<file path="src/rtl/cpu_pkg.sv">
// ============================================================================
//  Module   : cpu_pkg
//  Brief    : Shared branch-condition codes, branch FSM states and default PC width.
//  Revision : 1.0 - initial release
// ============================================================================
`default_nettype none

package cpu_pkg;

  localparam int PC_W_DEF = 10;

  typedef enum logic [2:0] {
    COND_JMP   = 3'b000,
    COND_JE    = 3'b001,
    COND_JA    = 3'b010,
    COND_JB    = 3'b011,
    COND_JAE   = 3'b100,
    COND_JBE   = 3'b101,
    COND_JNE   = 3'b110,
    COND_NEVER = 3'b111
  } br_cond_e;

  typedef enum logic [1:0] {
    ST_IDLE    = 2'd0,
    ST_RESOLVE = 2'd1,
    ST_FLUSH   = 2'd2
  } br_state_e;

  // Flag vector layout is {above, equal, below}
  localparam int FLAG_A = 2;
  localparam int FLAG_E = 1;
  localparam int FLAG_B = 0;

  function automatic logic is_onehot3(input logic [2:0] v);
    return (v == 3'b001) || (v == 3'b010) || (v == 3'b100);
  endfunction

endpackage

`default_nettype wire

</file>
<file path="src/rtl/branch_cond_eval.sv">
// ============================================================================
//  Module   : branch_cond_eval
//  Brief    : Combinational decode of a branch condition against {above,equal,below}.
//  Revision : 1.0 - initial release
// ============================================================================
`default_nettype none

module branch_cond_eval
  import cpu_pkg::*;
(
  input  logic [2:0] cond_i,
  input  logic [2:0] flags_i,
  output logic       take_o
);

  logic w_a, w_e, w_b;

  assign w_a = flags_i[FLAG_A];
  assign w_e = flags_i[FLAG_E];
  assign w_b = flags_i[FLAG_B];

  always_comb begin
    take_o = 1'b0;
    case (cond_i)
      COND_JMP:   take_o = 1'b1;
      COND_JE:    take_o = w_e;
      COND_JA:    take_o = w_a;
      COND_JB:    take_o = w_b;
      COND_JAE:   take_o = w_a | w_e;
      COND_JBE:   take_o = w_b | w_e;
      COND_JNE:   take_o = ~w_e;
      default:    take_o = 1'b0;
    endcase
  end

endmodule

`default_nettype wire

</file>
<file path="src/rtl/branch_ctrl.sv">
// ============================================================================
//  Module   : branch_ctrl
//  Brief    : PC sequencer with flag register, branch resolve and flush pulse.
//             Macro FLAG_BYPASS_EN lets a same-cycle compare feed RESOLVE.
//  Revision : 1.0 - initial release
// ============================================================================
`default_nettype none

module branch_ctrl
  import cpu_pkg::*;
#(
  parameter int PC_W         = PC_W_DEF,
  parameter int FLUSH_CYCLES = 2
) (
  input  logic            clk,
  input  logic            reset,
  input  logic            cmp_valid,
  input  logic            above,
  input  logic            equal,
  input  logic            below,
  input  logic            br_valid,
  input  logic [2:0]      br_cond,
  input  logic [PC_W-1:0] br_target,
  output logic            br_ready,
  input  logic            pc_en,
  output logic [PC_W-1:0] pc,
  output logic [2:0]      flags,
  output logic            taken,
  output logic            flush,
  output logic            flag_err
);

  br_state_e       state_q, state_d;
  logic [PC_W-1:0] pc_q, pc_d;
  logic [PC_W-1:0] target_q, target_d;
  logic [2:0]      cond_q, cond_d;
  logic [2:0]      flags_q, flags_d;
  logic [2:0]      cnt_q, cnt_d;
  logic            err_q, err_d;

  logic [2:0]      w_cmp_flags;
  logic            w_cmp_ok;
  logic [2:0]      w_eval_flags;
  logic            w_take;

  assign w_cmp_flags = {above, equal, below};
  assign w_cmp_ok    = cmp_valid && is_onehot3(w_cmp_flags);

`ifdef FLAG_BYPASS_EN
  assign w_eval_flags = w_cmp_ok ? w_cmp_flags : flags_q;
`else
  assign w_eval_flags = flags_q;
`endif

  branch_cond_eval u_cond_eval (
    .cond_i  (cond_q),
    .flags_i (w_eval_flags),
    .take_o  (w_take)
  );

  always_comb begin
    state_d  = state_q;
    pc_d     = pc_q;
    target_d = target_q;
    cond_d   = cond_q;
    flags_d  = flags_q;
    cnt_d    = cnt_q;
    err_d    = err_q;
    br_ready = 1'b0;
    taken    = 1'b0;
    flush    = 1'b0;

    // Flag capture runs independently of the branch FSM
    if (cmp_valid) begin
      if (w_cmp_ok) flags_d = w_cmp_flags;
      else          err_d   = 1'b1;
    end

    case (state_q)
      ST_IDLE: begin
        br_ready = 1'b1;
        if (pc_en) pc_d = pc_q + PC_W'(1);
        if (br_valid) begin
          cond_d   = br_cond;
          target_d = br_target;
          state_d  = ST_RESOLVE;
        end
      end
      ST_RESOLVE: begin
        if (w_take) begin
          pc_d    = target_q;
          taken   = 1'b1;
          cnt_d   = 3'(FLUSH_CYCLES);
          state_d = ST_FLUSH;
        end else begin
          if (pc_en) pc_d = pc_q + PC_W'(1);
          state_d = ST_IDLE;
        end
      end
      ST_FLUSH: begin
        flush = 1'b1;
        cnt_d = cnt_q - 3'd1;
        if (cnt_q <= 3'd1) state_d = ST_IDLE;
      end
      default: state_d = ST_IDLE;
    endcase
  end

  always_ff @(posedge clk) begin
    if (reset) begin
      state_q  <= ST_IDLE;
      pc_q     <= '0;
      target_q <= '0;
      cond_q   <= '0;
      flags_q  <= '0;
      cnt_q    <= '0;
      err_q    <= 1'b0;
    end else begin
      state_q  <= state_d;
      pc_q     <= pc_d;
      target_q <= target_d;
      cond_q   <= cond_d;
      flags_q  <= flags_d;
      cnt_q    <= cnt_d;
      err_q    <= err_d;
    end
  end

  assign pc       = pc_q;
  assign flags    = flags_q;
  assign flag_err = err_q;

endmodule

`default_nettype wire

</file>
<file path="config.mk">
export PLATFORM = sky130hd
export DESIGN_NAME = branch_ctrl
export DESIGN_NICKNAME = d
export VERILOG_FILES = /design/src/rtl/cpu_pkg.sv /design/src/rtl/branch_cond_eval.sv /design/src/rtl/branch_ctrl.sv
export SDC_FILE = /design/constraint.sdc
export NUM_CORES = 1
export LEC_CHECK = 0
export BUFFER_PORTS_ARGS = -buffer_cell sky130_fd_sc_hd__clkbuf_2
export CAP_MARGIN = 0
export CORE_MARGIN = 2
export CORE_UTILIZATION = 45
export CTS_CLUSTER_DIAMETER = 120
export CTS_CLUSTER_SIZE = 25
export DETAILED_ROUTE_END_ITERATION = 6
export PLACE_DENSITY = 0.71
export SLEW_MARGIN = 20
export SYNTH_ARGS = -nofsm -noshare
export SYNTH_HDL_FRONTEND = slang
export SYNTH_HIERARCHICAL = 1
export SYNTH_SLANG_ARGS = --single-unit
</file>
<file path="constraint.sdc">
create_clock -name clk -period 2.5 [get_ports clk]
set_input_delay 0.125 -clock clk [delete_from_list [all_inputs] [get_ports clk]]
set_output_delay 0.125 -clock clk [all_outputs]
set_load 0.02 [all_outputs]
</file>
After elaboration in Yosys (flattened, before gate mapping). Index checks and enable logic that the tools add are counted.

Register bits after elaboration: 32. Latch bits: 0. Memory bits (writable): 0. Bits in read-only memories: 0. Input bits: 21. Output and inout port bits: 17. Logic and storage cells: 54. Memories kept: 0.

Add/subtract/negate cells: 2. Multipliers: 0. Divide/modulo/power cells: 0. Magnitude comparators: 1. Equality and inequality tests: 14. Shift operators: 0. Muxes and demuxes: 14. Bitwise operators: 4. Reductions and logical operators: 12.

Operator list (count): $mux W10 (2); $pmux W10 S2 (1); $eq A3 B3 Y1 const B (4); $add A10 B1 Y10 const B (1); $reduce_and A2 Y1 (5); $eq A3 B2 Y1 const B (3); $pmux W1 S7 (1); $eq A3 B1 Y1 const B (2); $mux W2 (3); $pmux W2 S3 (1); $pmux W3 S2 (1); $mux W1 (4); $ne A2 B2 Y1 const B (2); $reduce_bool A2 Y1 (2); $le A3 B1 Y1 const B (1); $logic_not A3 Y1 (1); $mux W3 (1); $sub A3 B1 Y3 const B (1); $eq A2 B1 Y1 const B (1); $eq A2 B2 Y1 const B (1); $logic_not A2 Y1 (1); $logic_or A1 B1 Y1 (2); $ne A2 B1 Y1 const B (1); $not A1 Y1 (2); 2 further kinds (3).

Depth between registers and ports, before layout.
Word-level depth: 6. Gate-level depth with buffers: 10. Gate-level depth less buffers: 9.

Modules after synthesis. The synthesis kept the hierarchy.

By module, submodules not included: branch_ctrl (instances 1, cells each 195, area an instance 1490.2 um^2, seq. area each 640.6 um^2); branch_cond_eval (instances 1, cells each 9, area an instance 58.8 um^2, seq. area each 0.0 um^2).

Worst setup path after synthesis. OpenSTA, ideal clock, no wires.

Path kind: reg2reg. Start: register flags_q[1] (netlist: flags[1]). End: register pc_q[6] (netlist: pc[6]). Setup time: 0.134 ns. Data arrival time: 1.803 ns. Slack: 0.563 ns. Cell stages (with the launch flop): 10. Clock period less this slack: 1.937 ns. Cell sequence: dfxtp_1 > o21ba_2 > o22ai_1 > a211o_1 > and2_1 > buf_2 > nand2_1 > inv_2 > a311oi_1 > nor4_1.

Cells in the longest elaborated chain, start to end: 4.

Ends and longest elaborated chain: start: declaration (line branch_ctrl.sv:37) `logic [2:0] flags_q, flags_d;`; start signal: assignment (line branch_ctrl.sv:123) `flags_q <= flags_d;`; $or A1 B1 Y1, or another cell as far along (line branch_cond_eval.sv:30) `COND_JBE: take_o = w_b | w_e;`; $pmux W1 S7 (*) (line branch_cond_eval.sv:24) `case (cond_i)`; via w_take (line branch_ctrl.sv:44) `logic w_take;`; $mux W10 (*) (line branch_ctrl.sv:90) `if (w_take) begin`; $pmux W10 S2 (*) (line branch_ctrl.sv:79) `case (state_q)`; end signal: assignment (line branch_ctrl.sv:120) `pc_q <= pc_d;`; end: declaration (line branch_ctrl.sv:34) `logic [PC_W-1:0] pc_q, pc_d;`.

The timed path passes the listed nets; every way through them passes the cells marked *. A chain may end at the register's enable or synchronous reset.

Worst setup path after layout.
Start: register cond_q[1]. End: output taken.

Cells in the longest elaborated chain, start to end: 4.

Ends and longest elaborated chain: start: declaration (line branch_ctrl.sv:36) `logic [2:0] cond_q, cond_d;`; start signal: assignment (line branch_ctrl.sv:122) `cond_q <= cond_d;`; $eq A3 B3 Y1, or another cell as far along (line branch_cond_eval.sv:24); $pmux W1 S7 (*) (line branch_cond_eval.sv:24); via w_take (line branch_ctrl.sv:44); $mux W1 (*) (line branch_ctrl.sv:90); $mux W1 (*) (line branch_ctrl.sv:79); end: declaration (line branch_ctrl.sv:28) `output logic taken,`.

Marked as above.

==> impl_metrics.toml <==
[power]
internal_power_mw = 0.767
power.total_mw = 1.11
power_frac_seq_pct = 52.5
power.share.clock_pct = 28.4
p_switching_mw = 0.341
power_frac_comb_pct = 19.1
p_leak_nw = 0.785
power_density_nw_per_um2 = 576
swShare_pct = 30.8
ir_worst_vdd_mv = 0.301

[place]
place.gp.congestion = 0.894
port_buffers = 37
hpwlAfterDp_mm = 2.47
dp_cells = 278

[cts]
cts_sinks = 32
tritoncts = "built"
path_clk_slew_ns = 0.10
cts_buffer_depth = 2
numCtsBuffers = 5
post_cts_buffers = 0
htree_levels = 2
root_buffer = "clkbuf_4"
clock_latency_ns = 0.34

[hold_path]
hold_path.class = "input pin to flop"
whs_path_depth = 3

[setup_path]
rr_worst_depth = 8
cp-start-kind = "flop"
crit_arrival_ns = 2.08
cp.required_ns = 2.38
crit_type = "flop to primary output"
endpoint_kind = "primary output"
path_max_fanout = 9

[floorplan]
start_util_pct = 46.8
pin_count = 38
row_count = 21
coreArea_um2 = 3310
die_width_um = 62.7
die_h_um = 62.7
die_area_um2 = 3930

[timing]
rsz0062_at_grt = "false"
slew_headroom_pct = 59.6
setup_viol = 0
tightestPinTransition_ns = 0.606
timing.fmax_mhz = 453
fin_crit_ns = 2.21
fin_skew_ns = 0.00801
min_period_over_period_pct = 88.4
setup_tns_ns = 0
drv_slew = 0
final_hold_viol_count = 0

[run]
drv_cap = 0

[grt]
grt_pass1_vias = 1475
use_met2_pct = 32.7
antenna_found_initial = 0
grt_max_degree = 30
gr-usage-met1_pct = 26.0
grt_usage_pct = 20.3
grt_remaining_overflow = 0
grtUsageMet3_pct = 5.95
grt-busiest-layer = "met2"
grt_first_pass_wirelength_mm = 6.40

[final_layout]
n_antenna_cell = 0
stdcell_count = 297
syn_to_final_growth_pct = 24.2
nets = 274
post-route-util_pct = 58.1
drive_gt1_share_pct = 20.7

[route]
final_antenna_net_count = 0
num_vias = 1566
wl_mm = 3.63
wire_per_inst_um = 12.2
drc = 0
viasPerCell = 5.27
drt_iter0_markers = 129
drt_first_pass_iters = 4

[logic_synthesis]
synthTopCellsByCount = "nand2_1 (41), a21oi_1 (35), dfxtp_1 (32)"
synth.cell_area_um2 = 1550
yosysWarnings = 6
async_flop_share_pct = 0
synth_most_common_cell = "nand2_1"
postSynthCellCount = 204
ys_seq_elements = 32
synth.area.top_cells = "dfxtp_1 (41%), a21oi_1 (11%), nand2_1 (9.9%)"
synth_cell_types = 40
avgSynthCellArea_um2 = 7.59
synth_fp_nets = 228
synth-edff-count = 0
yosysSeqAreaShare_pct = 41.4
synth_top_area_cell = "dfxtp_1"
synth_top_flop_cell = "dfxtp_1"
synth_top_area_share_pct = 41.4

[run_status]
status = "finished clean"
## worst paths after layout
path | slack, ns | to | from
worst max-delay path | 0.29 | taken | cond_q[1]
worst min register to register | 0.46 | target_q[0] | target_q[0]
worst max register to register | 0.52 | pc[6] | cond_q[1]
worst min-delay path | 0.02 | target_q[6] | br_target[6]
## state kept, by name, summed over array words and instances (netlist names)
register and count:
flag_err 1, flags 3, target_q 10, cnt_q 3, pc 10, cond_q 3
state_q 2
## critical path: stages (launching register included)
cell and delay (ns):
dfxtp_1 0.39, or2b_1 0.24, o22ai_1 0.13, a211o_1 0.22
and2_1 0.32, nand2_1 0.17, inv_2 0.11, clkbuf_2 0.17
## through the flow
step / hold slack, ns / area [um^2] / setup slack, ns
global route: 0.00760 / 1920 / 0.0999
finish: 0.0156 / 1920 / 0.290
global placement: 0.351 / 1750 / 0.579
detailed placement: 0.354 / 1750 / 0.572
floorplan: 0.261 / 1550 / 0.563
CTS: 0.00492 / 1920 / 0.282
## power by group through the flow
stage | logic [mW] | clock network (mW) | registers, mW
after floorplan | 0.122 | 0 | 0.603
after global placement | 0.195 | 0 | 0.593
after detailed placement | 0.197 | 0 | 0.593
after CTS | 0.212 | 0.328 | 0.581
after global routing | 0.240 | 0.353 | 0.589
final | 0.211 | 0.315 | 0.582
## layer usage
layer / vias up / part of all wire (%)
li1: 820 / -
met1: 700 / 49
met2: 38 / 45
met3: 8 / 5.0
met4: 0 / 1.6
met5: - / 0
## cell type report
| type | count | area, um^2 |
|---|---|---|
| tap | 46 | 57.6 |
| sequential | 32 | 641 |
| clock inverter | 2 | 10.0 |
| clock buffer | 6 | 51.3 |
| timing repair buffer | 49 | 303 |
| multi-input combinational | 157 | 842 |
| inverter | 5 | 18.8 |
| fill | 323 | 1390 |
## cell families after synthesis
group,count (synthesis),synth area share [%]
AOI/OAI and AO/OA,62,23.0
xor gates and xnor gates,2,1.13
adders and majority gates,3,2.42
buffers and inverters,15,4.28
DFF,32,41.4
muxes,1,0.646
and+or+nand+nor,89,27.1
## timing repair
item                      4_1_cts  5_1_grt
gates resized for setup         0        0
hold endpoints to repair       11        0
hold buffers                   11        0
## cells in the final DEF, fill, tap and decap left out, types with 3 or more instances in the layout
master | synthesis | layout
clkbuf_4 | 0 | 5
nor3_1 | 7 | 7
nor2_1 | 13 | 13
dfxtp_1 | 32 | 32
dlygate4sd3_1 | 0 | 11
nand4_1 | 4 | 4
a21oi_1 | 35 | 35
ha_1 | 3 | 3
o21ai_0 | 14 | 14
clkbuf_2 | 0 | 37
inv_1 | 3 | 3
nand3b_1 | 3 | 3
nor4_1 | 4 | 4
nand2_1 | 41 | 41
nand3_1 | 4 | 4
Note: power is estimated with default switching activity, not from simulation.
